[src/rtl/cordic_angle_sequencer_if.sv]
// Step/command bundle between the CORDIC angle sequencer and its datapath.
// Carries the start/mode command, the step handshake and the status pulses.
// master = sequencer side, slave = datapath/controller side.
interface cordic_angle_sequencer_if #(
   parameter int DATA_WIDTH = 16,
   parameter int IDX_WIDTH  = 4
);
   logic                  start;
   logic [1:0]            mode;
   logic                  busy;
   logic                  step_valid;
   logic                  step_ready;
   logic [IDX_WIDTH-1:0]  step_index;
   logic [DATA_WIDTH-1:0] step_delta;
   logic                  step_last;
   logic                  done;
   logic                  err;

   modport master (
      input  start, mode, step_ready,
      output busy, step_valid, step_index, step_delta, step_last, done, err
   );

   modport slave (
      output start, mode, step_ready,
      input  busy, step_valid, step_index, step_delta, step_last, done, err
   );
endinterface

[src/rtl/cordic_angle_sequencer.sv]
// Purpose: walks the CORDIC shift/angle schedule (circular, linear, hyperbolic with repeats).
// Latency: first step valid the cycle after start; one step per cycle while ready is high.
// Backpressure: step outputs are registered and held while step_valid && !step_ready.
module cordic_angle_sequencer #(
   parameter int DATA_WIDTH = 16,
   parameter int ITERATIONS = 16,
   parameter int IDX_WIDTH  = 4
) (
   input logic clk,
   input logic rst_n,
   cordic_angle_sequencer_if.master bus
);

   typedef enum logic [1:0] {IDLE, RUN, DONE} state_t;

   localparam logic [1:0] MODE_CIRC = 2'd0;
   localparam logic [1:0] MODE_LIN  = 2'd1;
   localparam logic [1:0] MODE_HYP  = 2'd2;
   localparam logic [1:0] MODE_RSVD = 2'd3;

   localparam logic [IDX_WIDTH-1:0] LAST_IDX = IDX_WIDTH'(ITERATIONS - 1);
   localparam logic [IDX_WIDTH-1:0] REP_A    = IDX_WIDTH'(4);
   localparam logic [IDX_WIDTH-1:0] REP_B    = IDX_WIDTH'(13);

   state_t                state;
   logic [1:0]            mode_lat;
   logic                  rep;
   logic                  busy_flag;
   logic                  cur_valid;
   logic [IDX_WIDTH-1:0]  cur_idx;
   logic [DATA_WIDTH-1:0] cur_delta;
   logic                  cur_last;
   logic                  done_pulse;
   logic                  err_pulse;

   logic [IDX_WIDTH-1:0]  first_idx;
   logic [IDX_WIDTH-1:0]  next_idx;
   logic                  next_rep;

   // Q2.14 angle tables; linear is simply 2^(14-i), with i=15 underflowing to zero.
   function automatic logic [15:0] table_q14(input logic [1:0] m, input logic [3:0] i);
      logic [15:0] v;
      v = 16'h0000;
      if (m == MODE_CIRC) begin
         case (i)
            4'd0:  v = 16'h3244;
            4'd1:  v = 16'h1DAC;
            4'd2:  v = 16'h0FAE;
            4'd3:  v = 16'h07F5;
            4'd4:  v = 16'h03FF;
            4'd5:  v = 16'h0200;
            4'd6:  v = 16'h0100;
            4'd7:  v = 16'h0080;
            4'd8:  v = 16'h0040;
            4'd9:  v = 16'h0020;
            4'd10: v = 16'h0010;
            4'd11: v = 16'h0008;
            4'd12: v = 16'h0004;
            4'd13: v = 16'h0002;
            default: v = 16'h0001;
         endcase
      end else if (m == MODE_HYP) begin
         case (i)
            4'd1:  v = 16'h2328;
            4'd2:  v = 16'h1059;
            4'd3:  v = 16'h080B;
            4'd4:  v = 16'h0401;
            4'd5:  v = 16'h0200;
            4'd6:  v = 16'h0100;
            4'd7:  v = 16'h0080;
            4'd8:  v = 16'h0040;
            4'd9:  v = 16'h0020;
            4'd10: v = 16'h0010;
            4'd11: v = 16'h0008;
            4'd12: v = 16'h0004;
            4'd13: v = 16'h0002;
            4'd14: v = 16'h0001;
            4'd15: v = 16'h0001;
            default: v = 16'h0000;
         endcase
      end else if (m == MODE_LIN) begin
         v = (i == 4'd15) ? 16'h0000 : (16'h4000 >> i);
      end
      return v;
   endfunction

   // Table values are Q2.14; wider outputs keep the same scale by padding fraction bits.
   function automatic logic [DATA_WIDTH-1:0] scale(input logic [15:0] v);
      return DATA_WIDTH'(v) << (DATA_WIDTH - 16);
   endfunction

   // Hyperbolic convergence needs i=4 and i=13 issued twice; rep marks the first copy done.
   function automatic logic needs_repeat(input logic [1:0] m, input logic [IDX_WIDTH-1:0] i,
                                         input logic r);
      return (m == MODE_HYP) && ((i == REP_A) || (i == REP_B)) && !r;
   endfunction

   // Schedule start point and successor of the step currently presented.
   always_comb begin
      first_idx = (bus.mode == MODE_HYP) ? IDX_WIDTH'(1) : IDX_WIDTH'(0);
      next_idx  = cur_idx + 1'b1;
      next_rep  = 1'b0;
      if (needs_repeat(mode_lat, cur_idx, rep)) begin
         next_idx = cur_idx;
         next_rep = 1'b1;
      end
   end

   // Sequencer FSM with all outputs registered.
   always_ff @(posedge clk) begin
      if (!rst_n) begin
         state      <= IDLE;
         mode_lat   <= MODE_CIRC;
         rep        <= 1'b0;
         busy_flag  <= 1'b0;
         cur_valid  <= 1'b0;
         cur_idx    <= '0;
         cur_delta  <= '0;
         cur_last   <= 1'b0;
         done_pulse <= 1'b0;
         err_pulse  <= 1'b0;
      end else begin
         done_pulse <= 1'b0;
         err_pulse  <= 1'b0;
         case (state)
            IDLE: begin
               if (bus.start) begin
                  if (bus.mode == MODE_RSVD) begin
                     err_pulse <= 1'b1;
                  end else begin
                     mode_lat  <= bus.mode;
                     rep       <= 1'b0;
                     cur_idx   <= first_idx;
                     cur_delta <= scale(table_q14(bus.mode, 4'(first_idx)));
                     cur_last  <= (first_idx == LAST_IDX) &&
                                  !needs_repeat(bus.mode, first_idx, 1'b0);
                     cur_valid <= 1'b1;
                     busy_flag <= 1'b1;
                     state     <= RUN;
                  end
               end
            end
            RUN: begin
               if (cur_valid && bus.step_ready) begin
                  if (cur_last) begin
                     cur_valid  <= 1'b0;
                     cur_last   <= 1'b0;
                     done_pulse <= 1'b1;
                     state      <= DONE;
                  end else begin
                     cur_idx   <= next_idx;
                     rep       <= next_rep;
                     cur_delta <= scale(table_q14(mode_lat, 4'(next_idx)));
                     cur_last  <= (next_idx == LAST_IDX) &&
                                  !needs_repeat(mode_lat, next_idx, next_rep);
                  end
               end
            end
            DONE: begin
               busy_flag <= 1'b0;
               state     <= IDLE;
            end
            default: state <= IDLE;
         endcase
      end
   end

   assign bus.busy       = busy_flag;
   assign bus.step_valid = cur_valid;
   assign bus.step_index = cur_idx;
   assign bus.step_delta = cur_delta;
   assign bus.step_last  = cur_last;
   assign bus.done       = done_pulse;
   assign bus.err        = err_pulse;

endmodule

[src/flat_wrapper.sv]
// flat-port wrapper written by rule: the top's interface ports become plain ports
module cordic_angle_sequencer_flat 
#(
   parameter int DATA_WIDTH = 16,
   parameter int ITERATIONS = 16,
   parameter int IDX_WIDTH  = 4
)
  (clk, rst_n, bus_start, bus_mode, bus_step_ready, bus_busy, bus_step_valid, bus_step_index, bus_step_delta, bus_step_last, bus_done, bus_err);
  cordic_angle_sequencer_if #(.DATA_WIDTH(DATA_WIDTH), .IDX_WIDTH(IDX_WIDTH)) bus_i ();
  input logic clk;
  input logic rst_n;
  input wire logic [$bits(bus_i.start)-1:0] bus_start;
  input wire logic [$bits(bus_i.mode)-1:0] bus_mode;
  input wire logic [$bits(bus_i.step_ready)-1:0] bus_step_ready;
  output wire logic [$bits(bus_i.busy)-1:0] bus_busy;
  output wire logic [$bits(bus_i.step_valid)-1:0] bus_step_valid;
  output wire logic [$bits(bus_i.step_index)-1:0] bus_step_index;
  output wire logic [$bits(bus_i.step_delta)-1:0] bus_step_delta;
  output wire logic [$bits(bus_i.step_last)-1:0] bus_step_last;
  output wire logic [$bits(bus_i.done)-1:0] bus_done;
  output wire logic [$bits(bus_i.err)-1:0] bus_err;
  assign bus_i.start = bus_start;
  assign bus_i.mode = bus_mode;
  assign bus_i.step_ready = bus_step_ready;
  assign bus_busy = bus_i.busy;
  assign bus_step_valid = bus_i.step_valid;
  assign bus_step_index = bus_i.step_index;
  assign bus_step_delta = bus_i.step_delta;
  assign bus_step_last = bus_i.step_last;
  assign bus_done = bus_i.done;
  assign bus_err = bus_i.err;
  cordic_angle_sequencer #(.DATA_WIDTH(DATA_WIDTH), .ITERATIONS(ITERATIONS), .IDX_WIDTH(IDX_WIDTH)) u_core (.clk(clk), .rst_n(rst_n), .bus(bus_i));
endmodule
[config.mk]
export PLATFORM = sky130hd
export DESIGN_NAME = cordic_angle_sequencer_flat
export DESIGN_NICKNAME = d
export VERILOG_FILES = /design/src/rtl/cordic_angle_sequencer_if.sv /design/src/rtl/cordic_angle_sequencer.sv /design/src/flat_wrapper.sv
export SDC_FILE = /design/constraint.sdc
export NUM_CORES = 1
export LEC_CHECK = 0
export CAP_MARGIN = 5
export CORE_UTILIZATION = 48
export DETAILED_ROUTE_END_ITERATION = 8
export GPL_TIMING_DRIVEN = 0
export MAX_ROUTING_LAYER = met4
export PLACE_DENSITY = 0.71
export SLEW_MARGIN = 15
export SYNTH_ARGS = -nofsm -noshare
export SYNTH_HDL_FRONTEND = slang
export SYNTH_SLANG_ARGS = --single-unit
[constraint.sdc]
create_clock -name clk -period 3.4 [get_ports clk]
set_input_delay 0.34 -clock clk [delete_from_list [all_inputs] [get_ports clk]]
set_output_delay 0.34 -clock clk [all_outputs]
set_load 0.02 [all_outputs]
After elaboration in Yosys (flattened, before gate mapping). Memories as Yosys holds them, arrays and structs flattened. Cells that the tools add are included. Widths: inputs -> output; s select.

Register bits: 30. Bits in read-only memories: 896. Bits of input ports: 6. Output and inout bits: 25. Word-level logic and storage cells: 110. Memories kept: 4.

Memory list: (name not given) (depth 16, width 14, read ports 1, clocked after memory_dff 0, wr ports 0, line cordic_angle_sequencer.sv:45) `case (i)`; (name not given) (depth 16, width 14, read ports 1, clocked after memory_dff 0, wr ports 0, line cordic_angle_sequencer.sv:63) `case (i)`; (name not given) (depth 16, width 14, read ports 1, clocked after memory_dff 0, wr ports 0, line cordic_angle_sequencer.sv:45); (name not given) (depth 16, width 14, read ports 1, clocked after memory_dff 0, wr ports 0, line cordic_angle_sequencer.sv:63).

Add/subtract/negate cells: 1. Equal/unequal tests: 20. Shift-type cells: 2. Muxes and demuxes: 44. Bitwise gates (word level): 1. Reduce and logical (&&, ||, !) cells: 28.

Operator list (number): $mux 16 (12); $pmux 16 s2 (1); $shr 15x4->16 const A (2); $eq 4x4->1 const B (5); $mux 4 (5); $mux 1 (16); $eq 4x3->1 const B (3); $reduce_and 3->1 (4); $reduce_and 5->1 (2); $eq 2x2->1 const B (4); $logic_and 1x1->1 (8); $mux 2 (4); $pmux 1 s2 (4); $pmux 4 s2 (1); $reduce_and 4->1 (2); $eq 2x1->1 const B (3); $logic_not 2->1 (3); $ne 2x2->1 const B (3); $add 4x1->4 const B (1); $logic_not 1->1 (4); $ne 2x1->1 const B (2); $pmux 2 s2 (1); $reduce_bool 2->1 (2); $logic_or 1x1->1 (3); $not 1->1 (1).

Logic depth before layout (Yosys ltp).
Word-level depth: 14. Mapped depth: 14. Gate-level depth less buffers: 12.

Worst setup path before layout. Ideal clock, no wire load.

Kind: reg2reg. Start: register u_core.cur_idx[0] (netlist: u_core.bus.step_index[0]). End: register u_core.cur_delta[0] (netlist: u_core.bus.step_delta[0]). Library setup time: 86 ps. Arrival: 2793 ps. Data required time: 3314 ps. Setup slack: 521 ps. Cell stages (with the launch flop): 13. Path buffers: 1. Clock period less this slack: 2879 ps. Cell sequence: dfxtp_1 > inv_1 > ha_1 > mux2_4 > nand2_1 > mux2_2 > inv_1 > ha_1 > clkbuf_1 > mux2i_1 > o21ai_0 > nand2_1 > a221oi_2.

Word-level cells in the longest chain between the ends: 13. Elaborated cells on any way between the ends: 18. Classes of those cells: add/sub: 1; eq/ne: 3; shift: 1; mux: 8; reduce/logical: 3; memory: 2.

RTL lines: start, declared (line cordic_angle_sequencer.sv:30) `logic [IDX_WIDTH-1:0] cur_idx;`; start signal, assigned (line cordic_angle_sequencer.sv:133) `cur_idx <= first_idx;`; start signal, assigned (line cordic_angle_sequencer.sv:151) `cur_idx <= next_idx;`; parallel branches: the longest is 4 deep, another holds $add 4x1->4; $mux 4 * (line cordic_angle_sequencer.sv:103) `if (needs_repeat(mode_lat, cur_idx, rep)) begin`; $shr 15x4->16 / $eq 4x4->1 (equally long branches) (line cordic_angle_sequencer.sv:82) `v = (i == 4'd15) ? 16'h0000 : (16'h4000 >> i);`; $mux 16 (line cordic_angle_sequencer.sv:82); $mux 16 (line cordic_angle_sequencer.sv:81) `end else if (m == MODE_LIN) begin`; $mux 16 (line cordic_angle_sequencer.sv:62) `end else if (m == MODE_HYP) begin`; $mux 16 * (line cordic_angle_sequencer.sv:44) `if (m == MODE_CIRC) begin`; $mux 16 * (line cordic_angle_sequencer.sv:145) `if (cur_last) begin`; $mux 16 * (line cordic_angle_sequencer.sv:144) `if (cur_valid && bus.step_ready) begin`; $pmux 16 s2 * (line cordic_angle_sequencer.sv:125) `case (state)`; end signal, assigned (line cordic_angle_sequencer.sv:134) `cur_delta <= scale(table_q14(bus.mode, 4'(first_idx)));`; end signal, assigned (line cordic_angle_sequencer.sv:153) `cur_delta <= scale(table_q14(mode_lat, 4'(next_idx)));`; end, declared (line cordic_angle_sequencer.sv:31) `logic [DATA_WIDTH-1:0] cur_delta;`.

Every way passes the cells marked *. The select of a mux whose other input is x is not followed. A chain may end at the register's enable or synchronous reset.

Worst setup path after layout.
Start: register u_core.cur_idx[0] (netlist: u_core.bus.step_index[0]). End: register u_core.cur_delta[13] (netlist: u_core.bus.step_delta[13]).

The elaborated chain is that of the path after synthesis.

==> metrics.yaml <==
grt:
  grt_pass1_vias: 1865
  gr-usage-all-layers_pct: 30.92
  overflow: 0
  grt_pass1_wl_um: 9818
  antenna_found_initial: 0
  grt_start_max_net_pins: 11
timing:
  finalSetupViolations: 0
  rsz0062_at_grt: "no"
  hold_violations: 0
  fin_skew_ns: 0.009802
  slew_headroom_pct: 29.69
  finalCritPeriodShare_pct: 94.60
  worstMarginPinSlew_ns: 1.047
  final_max_slew_viol_count: 0
  fin_crit_ns: 3.216
  setup_tns_ns: 0
  fmax_ghz: 0.3109
power:
  vdd_drop_max_mv: 0.2796
  p_sw_mw: 0.3257
  comb_power_share_pct: 27.0
  p_leak_nw: 0.9466
  power_frac_seq_pct: 36.4
  clock_power_share_pct: 36.6
  p_per_area_nw_per_um2: 411.1
  p_int_mw: 0.7138
  swShare_pct: 31.33
synthesis:
  synth_edf_count: 0
  netlist_instances: 259
  syn-num-nets: 275
  ys_seq_area_share_pct: 28.24
  synth_top_area_share_pct: 28.24
  ys_ff_latch: 29
  synth_cell_types: 60
  syn_avg_cell_area_sq_um: 7.937
  yosysWarnings: 0
  synth.largest_area_cell: "dfxtp_1"
  async_reset_ff_share_pct: 0
  syn-cell-area_sq_um: 2056
  ys.flop_type: "dfxtp_1"
  synth.area.top_cells: "dfxtp_1 28%, ha_1 6.1%, nand2_1 4.6%"
route:
  dr.pass1.iters: 4
  viasPerCell: 6.220
  ant_nets: 0
  vias: 2152
  drt-initial-drc-count: 164
  wl_per_cell_um: 18.12
  wirelength_um: 6270
  drc: 0
worst_setup_path:
  r2r_cells: 12
  worstPathRequired_ns: 3.60
  r2r_slack_ns: 0.18
  cp-end-kind: "flip-flop"
  arrival_ns: 3.41
  worstSetupPathType: "reg -> reg"
  startpoint_type: "flip-flop"
  rr_startpoint: "u_core.bus.step_index[0]"
  cp_max_fo: 10
  r2r_end: "u_core.bus.step_delta[13]"
min_path:
  min_to: "u_core.bus.step_delta[4]"
  hold_class: "reg -> reg"
  hold_depth: 2
  hold_start: "u_core.bus.step_delta[4]"
floorplanning:
  die_w_um: 67.44
  rows: 23
  dieArea_sq_um: 4548
  floorplan.initialDensity_pct: 50.66
  dieHeight_um: 67.44
  ios: 31
  core_area_sq_um: 4058
layout:
  final_nets: 311
  n_antenna_cell: 0
  fillers: 381
  final_cells: 346
  areaGrowthSynthToFinish_pct: 23.01
  drive_gt1_share_pct: 9.459
  final_util_pct: 62.32
placement:
  place_congestion: 0.9476
  portBuffers: 29
  dp_cells: 338
  place_hpwl_um: 4580
run_status:
  status: "finished clean"
clock_network:
  insertion_delay_ns: 0.29
  cts-root-buf: "clkbuf_8"
  ctsHoldBuffers: 0
  h-tree-depth: 2
  cts_max_path_buffers: 2
  cts_tree: "done"
  cts.clk_slew.worst_paths_ns: 0.06
  cts_num_sinks: 29
  cts_setup_buffers: 0
  cts_buffers: 5
job:
  maxCapViolCount: 0
-- stage by stage --
stage	instance area [sq um]	total power, mW	hold slack, ns	setup WS, ns
6_report	2529	1.039	0.4725	0.1837
5_1_grt	2529	1.087	0.5063	0.01808
4_1_cts	2525	1.039	0.4784	0.05859
3_5_place_dp	2409	0.6601	0.4685	0.06631
3_3_place_gp	2409	0.6601	0.4583	0.09037
2_1_floorplan	2056	0.5659	0.4488	0.5206
-- layer usage --
metal | vias up | GRT usage, % | share of wire [%] | routed length (um)
met5 | - | - | 0 | 0
met4 | 0 | 9.309 | 1.7 | 104
met3 | 10 | 7.264 | 7.9 | 495
met2 | 94 | 44.25 | 44 | 2746
met1 | 1018 | 42.61 | 47 | 2922
li1 | 1030 | - | - | -
-- critical path, cell delays in order (launching register included) --
cell and delay (ns):
dfxtp_1 0.44, inv_1 0.16, ha_1 0.22, mux2_4 0.28, nand2_1 0.29, mux2_2 0.48, inv_1 0.13, ha_1 0.18
clkbuf_2 0.23, a211oi_1 0.11, a21oi_1 0.23, a31oi_1 0.14, a211oi_1 0.25
-- how the worst max path moves through the flow --
stage                                         from                        end  slack, ns
after floorplan           u_core.bus.step_index[0]   u_core.bus.step_delta[0]       0.52
after global placement    u_core.bus.step_index[0]  u_core.bus.step_delta[13]       0.09
after detailed placement  u_core.bus.step_index[0]  u_core.bus.step_delta[13]       0.07
after CTS                 u_core.bus.step_index[0]  u_core.bus.step_delta[13]       0.06
after global routing      u_core.bus.step_index[0]   u_core.bus.step_delta[7]       0.02
final                     u_core.bus.step_index[0]  u_core.bus.step_delta[13]       0.18
-- layout make-up --
cell class | count | area (sq um) | area share (%)
Buffer | 18 | 91.34 | 3.612
Clock buffer | 7 | 86.33 | 3.414
Clock inverter | 1 | 30.03 | 1.188
Inverter | 12 | 45.04 | 1.781
Multi-Input combinational cell | 200 | 1343 | 53.09
Sequential cell | 29 | 580.6 | 22.96
Tap cell | 50 | 62.56 | 2.474
Timing Repair Buffer | 29 | 290.3 | 11.48
-- synth_stat cells (2+ instances only) --
cell,count
a211o_1,2
a211oi_1,5
a21o_1,2
a21oi_1,18
a221oi_1,3
a22oi_1,5
a31oi_1,6
a32oi_1,2
and2_1,2
buf_4,2
buf_6,2
clkbuf_1,13
dfxtp_1,29
ha_1,10
inv_1,11
mux2_2,2
mux2i_1,9
nand2_1,25
nand2b_1,3
nand3_1,9
nand4_1,3
nor2_1,23
nor2b_1,3
nor3_1,7
nor4_1,4
o211ai_1,2
o21ai_0,15
o21ai_1,2
o221a_2,2
o221ai_1,3
o311a_1,2
o31a_1,2
or3_1,2
xnor2_1,2
xor2_1,2
-- sequential cells by signal, indices dropped and copies added (netlist names) --
name / flops
u_core.bus.busy: 1
u_core.bus.done: 1
u_core.bus.err: 1
u_core.bus.step_delta: 15
u_core.bus.step_index: 4
u_core.bus.step_last: 1
u_core.bus.step_valid: 1
u_core.mode_lat: 2
u_core.rep: 1
u_core.state: 2
-- timing repair --
action,CTS,global route
resized for setup,0,3
endpoints found under the hold margin,0,0
endpoints found under the setup margin,0,4
-- kinds of logic after synthesis --
kind of cell    synth area share (%)
compound gates                 29.76
xor+xnor                       2.496
fa+ha+maj                      6.086
buf+inv                        6.573
flops                          28.24
mux                            6.208
other cells                   0.1824
simple gates                   20.45
-- cell usage in the layout, fill, tap and decap left out, types with 3 or more instances in the layout --
cell	n
clkdlybuf4s50_1	29
dfxtp_1	29
nand2_1	25
nor2_1	23
a21oi_1	18
o21ai_0	15
clkbuf_1	13
inv_1	11
nand3_1	9
mux2i_1	9
ha_1	9
nor3_1	7
a31oi_1	6
clkbuf_8	6
a211oi_1	5
a22oi_1	5
nor4_1	4
nor2b_1	3
nand2b_1	3
a221oi_1	3
nand4_1	3
o221ai_1	3
-- power by group through the flow --
stage | registers [mW] | logic, mW | clock network (mW)
2_1_floorplan | 0.407 | 0.158 | 0
3_3_place_gp | 0.385 | 0.275 | 0
3_5_place_dp | 0.386 | 0.274 | 0
4_1_cts | 0.378 | 0.276 | 0.385
5_1_grt | 0.381 | 0.307 | 0.400
6_report | 0.379 | 0.280 | 0.380
(Power assumes the default switching activity.)
==> RTL edit (same flow settings) <==
`DATA_WIDTH` is set to 16 in 3 places; all go to 14.
--- a/src/rtl/cordic_angle_sequencer_if.sv
+++ b/src/rtl/cordic_angle_sequencer_if.sv
@@ -2,7 +2,7 @@
 // Carries the start/mode command, the step handshake and the status pulses.
 // master = sequencer side, slave = datapath/controller side.
 interface cordic_angle_sequencer_if #(
-   parameter int DATA_WIDTH = 16,
+   parameter int DATA_WIDTH = 14,
    parameter int IDX_WIDTH  = 4
 );
    logic                  start;
--- a/src/rtl/cordic_angle_sequencer.sv
+++ b/src/rtl/cordic_angle_sequencer.sv
@@ -2,7 +2,7 @@
 // Latency: first step valid the cycle after start; one step per cycle while ready is high.
 // Backpressure: step outputs are registered and held while step_valid && !step_ready.
 module cordic_angle_sequencer #(
-   parameter int DATA_WIDTH = 16,
+   parameter int DATA_WIDTH = 14,
    parameter int ITERATIONS = 16,
    parameter int IDX_WIDTH  = 4
 ) (
--- a/src/flat_wrapper.sv
+++ b/src/flat_wrapper.sv
@@ -1,7 +1,7 @@
 // flat-port wrapper written by rule: the top's interface ports become plain ports
 module cordic_angle_sequencer_flat 
 #(
-   parameter int DATA_WIDTH = 16,
+   parameter int DATA_WIDTH = 14,
    parameter int ITERATIONS = 16,
    parameter int IDX_WIDTH  = 4
 )
Ports: changed (resized bus_step_delta); port bits go from 31 to 29. The function was not compared with the original's and may differ.
==> RTL edit against the original RTL <==
Sequential cell count fell by 15. Sequential share of layout area rose by 0.95 points. Area after synthesis is 55% lower. Largest power group is now registers. Setup slack improved by 1.4 ns. Routed wire length is 70% lower. Total power fell by 66%. Final area decreased by 54%. Critical endpoint is now u_core.bus.step_last$_SDFFE_PN0P_. Largest cell class unchanged. Global-route usage decreased by 9.6 points.
==> RTL edit: results (changes against the original RTL) <==
- The run finished with clean final reports.
- Flip-flop count of the largest register, all copies and words added: 4 (-11)
* Terminating pin of the worst hold path: u_core.bus.busy$_SDFFE_PN0P_
- Internal reg-to-reg setup slack: 1.58 ns (+1.40 ns)
- Routed len/inst: 11.6 microns (-36%)
* Share of the synthesized area in compound gates (AO/OA/AOI/OAI): 21.0% (-8.8 points)
- The worst reg2reg path depth was 6 (-6).
- The filler cell count is 168 (-56%).
- The estimated wirelength of the detail-placed design came to 1.48 mm (-68%).
- The total placed instance area is 0.00115 sq mm (-52%).
- The instance count after placement with tap cells included was 158 (-53%).
* CTS root buf: sky130_fd_sc_hd__clkbuf_4
- Static Leak: 0.000447 uW (-53%)
* Arithmetic-cell share of the synthesized area counting full adders, half adders and majority gates: 4.04% (-2.0 points)
* Worst setup path endpoint: u_core.bus.step_last$_SDFFE_PN0P_
- The final wirelength came to 1.86 mm (-70%).
- The pre-CTS setup slack was 1.54 ns (+1.48 ns).
- The global-route wire length before repair was 3.08 mm (-69%).
* Upper clock frequency limit: 0.550 GHz (+77%)
- Maximum level of the CTS H-tree: 1 (-1)
* Xor/xnor share of the synthesized area: 0.942% (-1.6 points)
* HP Start: u_core.bus.busy$_SDFFE_PN0P_
- Average vias per placed instance: 4.99 (-20%)
- Global router's overall resource usage: 21.3% (-9.6 points)
* Data arrival, critical path: 2.03 ns (-1.38 ns)
* Final Wtd Congestion: 0.776 (-18%)
- Number of DRC violations after detailed-routing iteration 0: 18 (-89%)
* Number of nets in the finished design: 147 (-53%)
- Final clock skew: 0.00156 ns (-0.00824 ns)
* Layout cells sized above 1: 19.1% (+9.7 points)
* Number of distinct library cells after synthesis: 40 (-33%)
* Hold-critical path depth: 1 (-1)
- Clock buffers created by TritonCTS: 3 (-2)
* Cells taking the most area after synthesis: sky130_fd_sc_hd__dfxtp_1, sky130_fd_sc_hd__buf_4, sky130_fd_sc_hd__a2111oi_4
* Mux contribution to synthesized area: 2.29% (-3.9 points)
- Gate count after technology mapping: 106 (-59%)
* Clock latency of the later-clocked register in the worst-skew pair: 0.27 ns (-0.02 ns)
* Most frequent cells after synthesis: sky130_fd_sc_hd__buf_4, sky130_fd_sc_hd__dfxtp_1, sky130_fd_sc_hd__nor2_1, sky130_fd_sc_hd__a21oi_1, sky130_fd_sc_hd__inv_1
- Vias in the first global route: 716 (-62%)
- Port-buffer cells: 14 (-52%)
[RTL edit: cell types whose count changed in the layout (fill, tap and decap cells not counted), sizes merged, moves of 8 or more]
cell | before | now
mux2i | 9 | 1
dfxtp | 29 | 14
clkdlybuf4s50 | 29 | 14
clkbuf | 20 | 4
nor2 | 23 | 9
nand2 | 25 | 3
buf | 5 | 15
conb | 1 | 14
o21ai | 18 | 4
a21oi | 19 | 6
[RTL edit: power breakdown]
group / switching [uW] / internal [uW]
combinational: 48.9 / 38.0
sequential: 7.45 / 170
clock: 47.9 / 41.0
[RTL edit: cell type report]
cell class,count,area share [%]
multi-input combinational,83,47.9
tap,25,2.67
clock buffer,3,1.92
sequential,14,23.9
inverter,6,1.92
buffer,16,9.71
timing repair buffer,14,12.0
[RTL edit: metal layers]
layer	up-vias	track usage, %	share of wire [%]	wire, microns
li1	425	-	-	-
met1	355	26.4	48	886
met2	19	32.4	47	870
met3	4	2.38	3.2	60
met4	0	13.5	2.4	45
met5	-	-	0	0
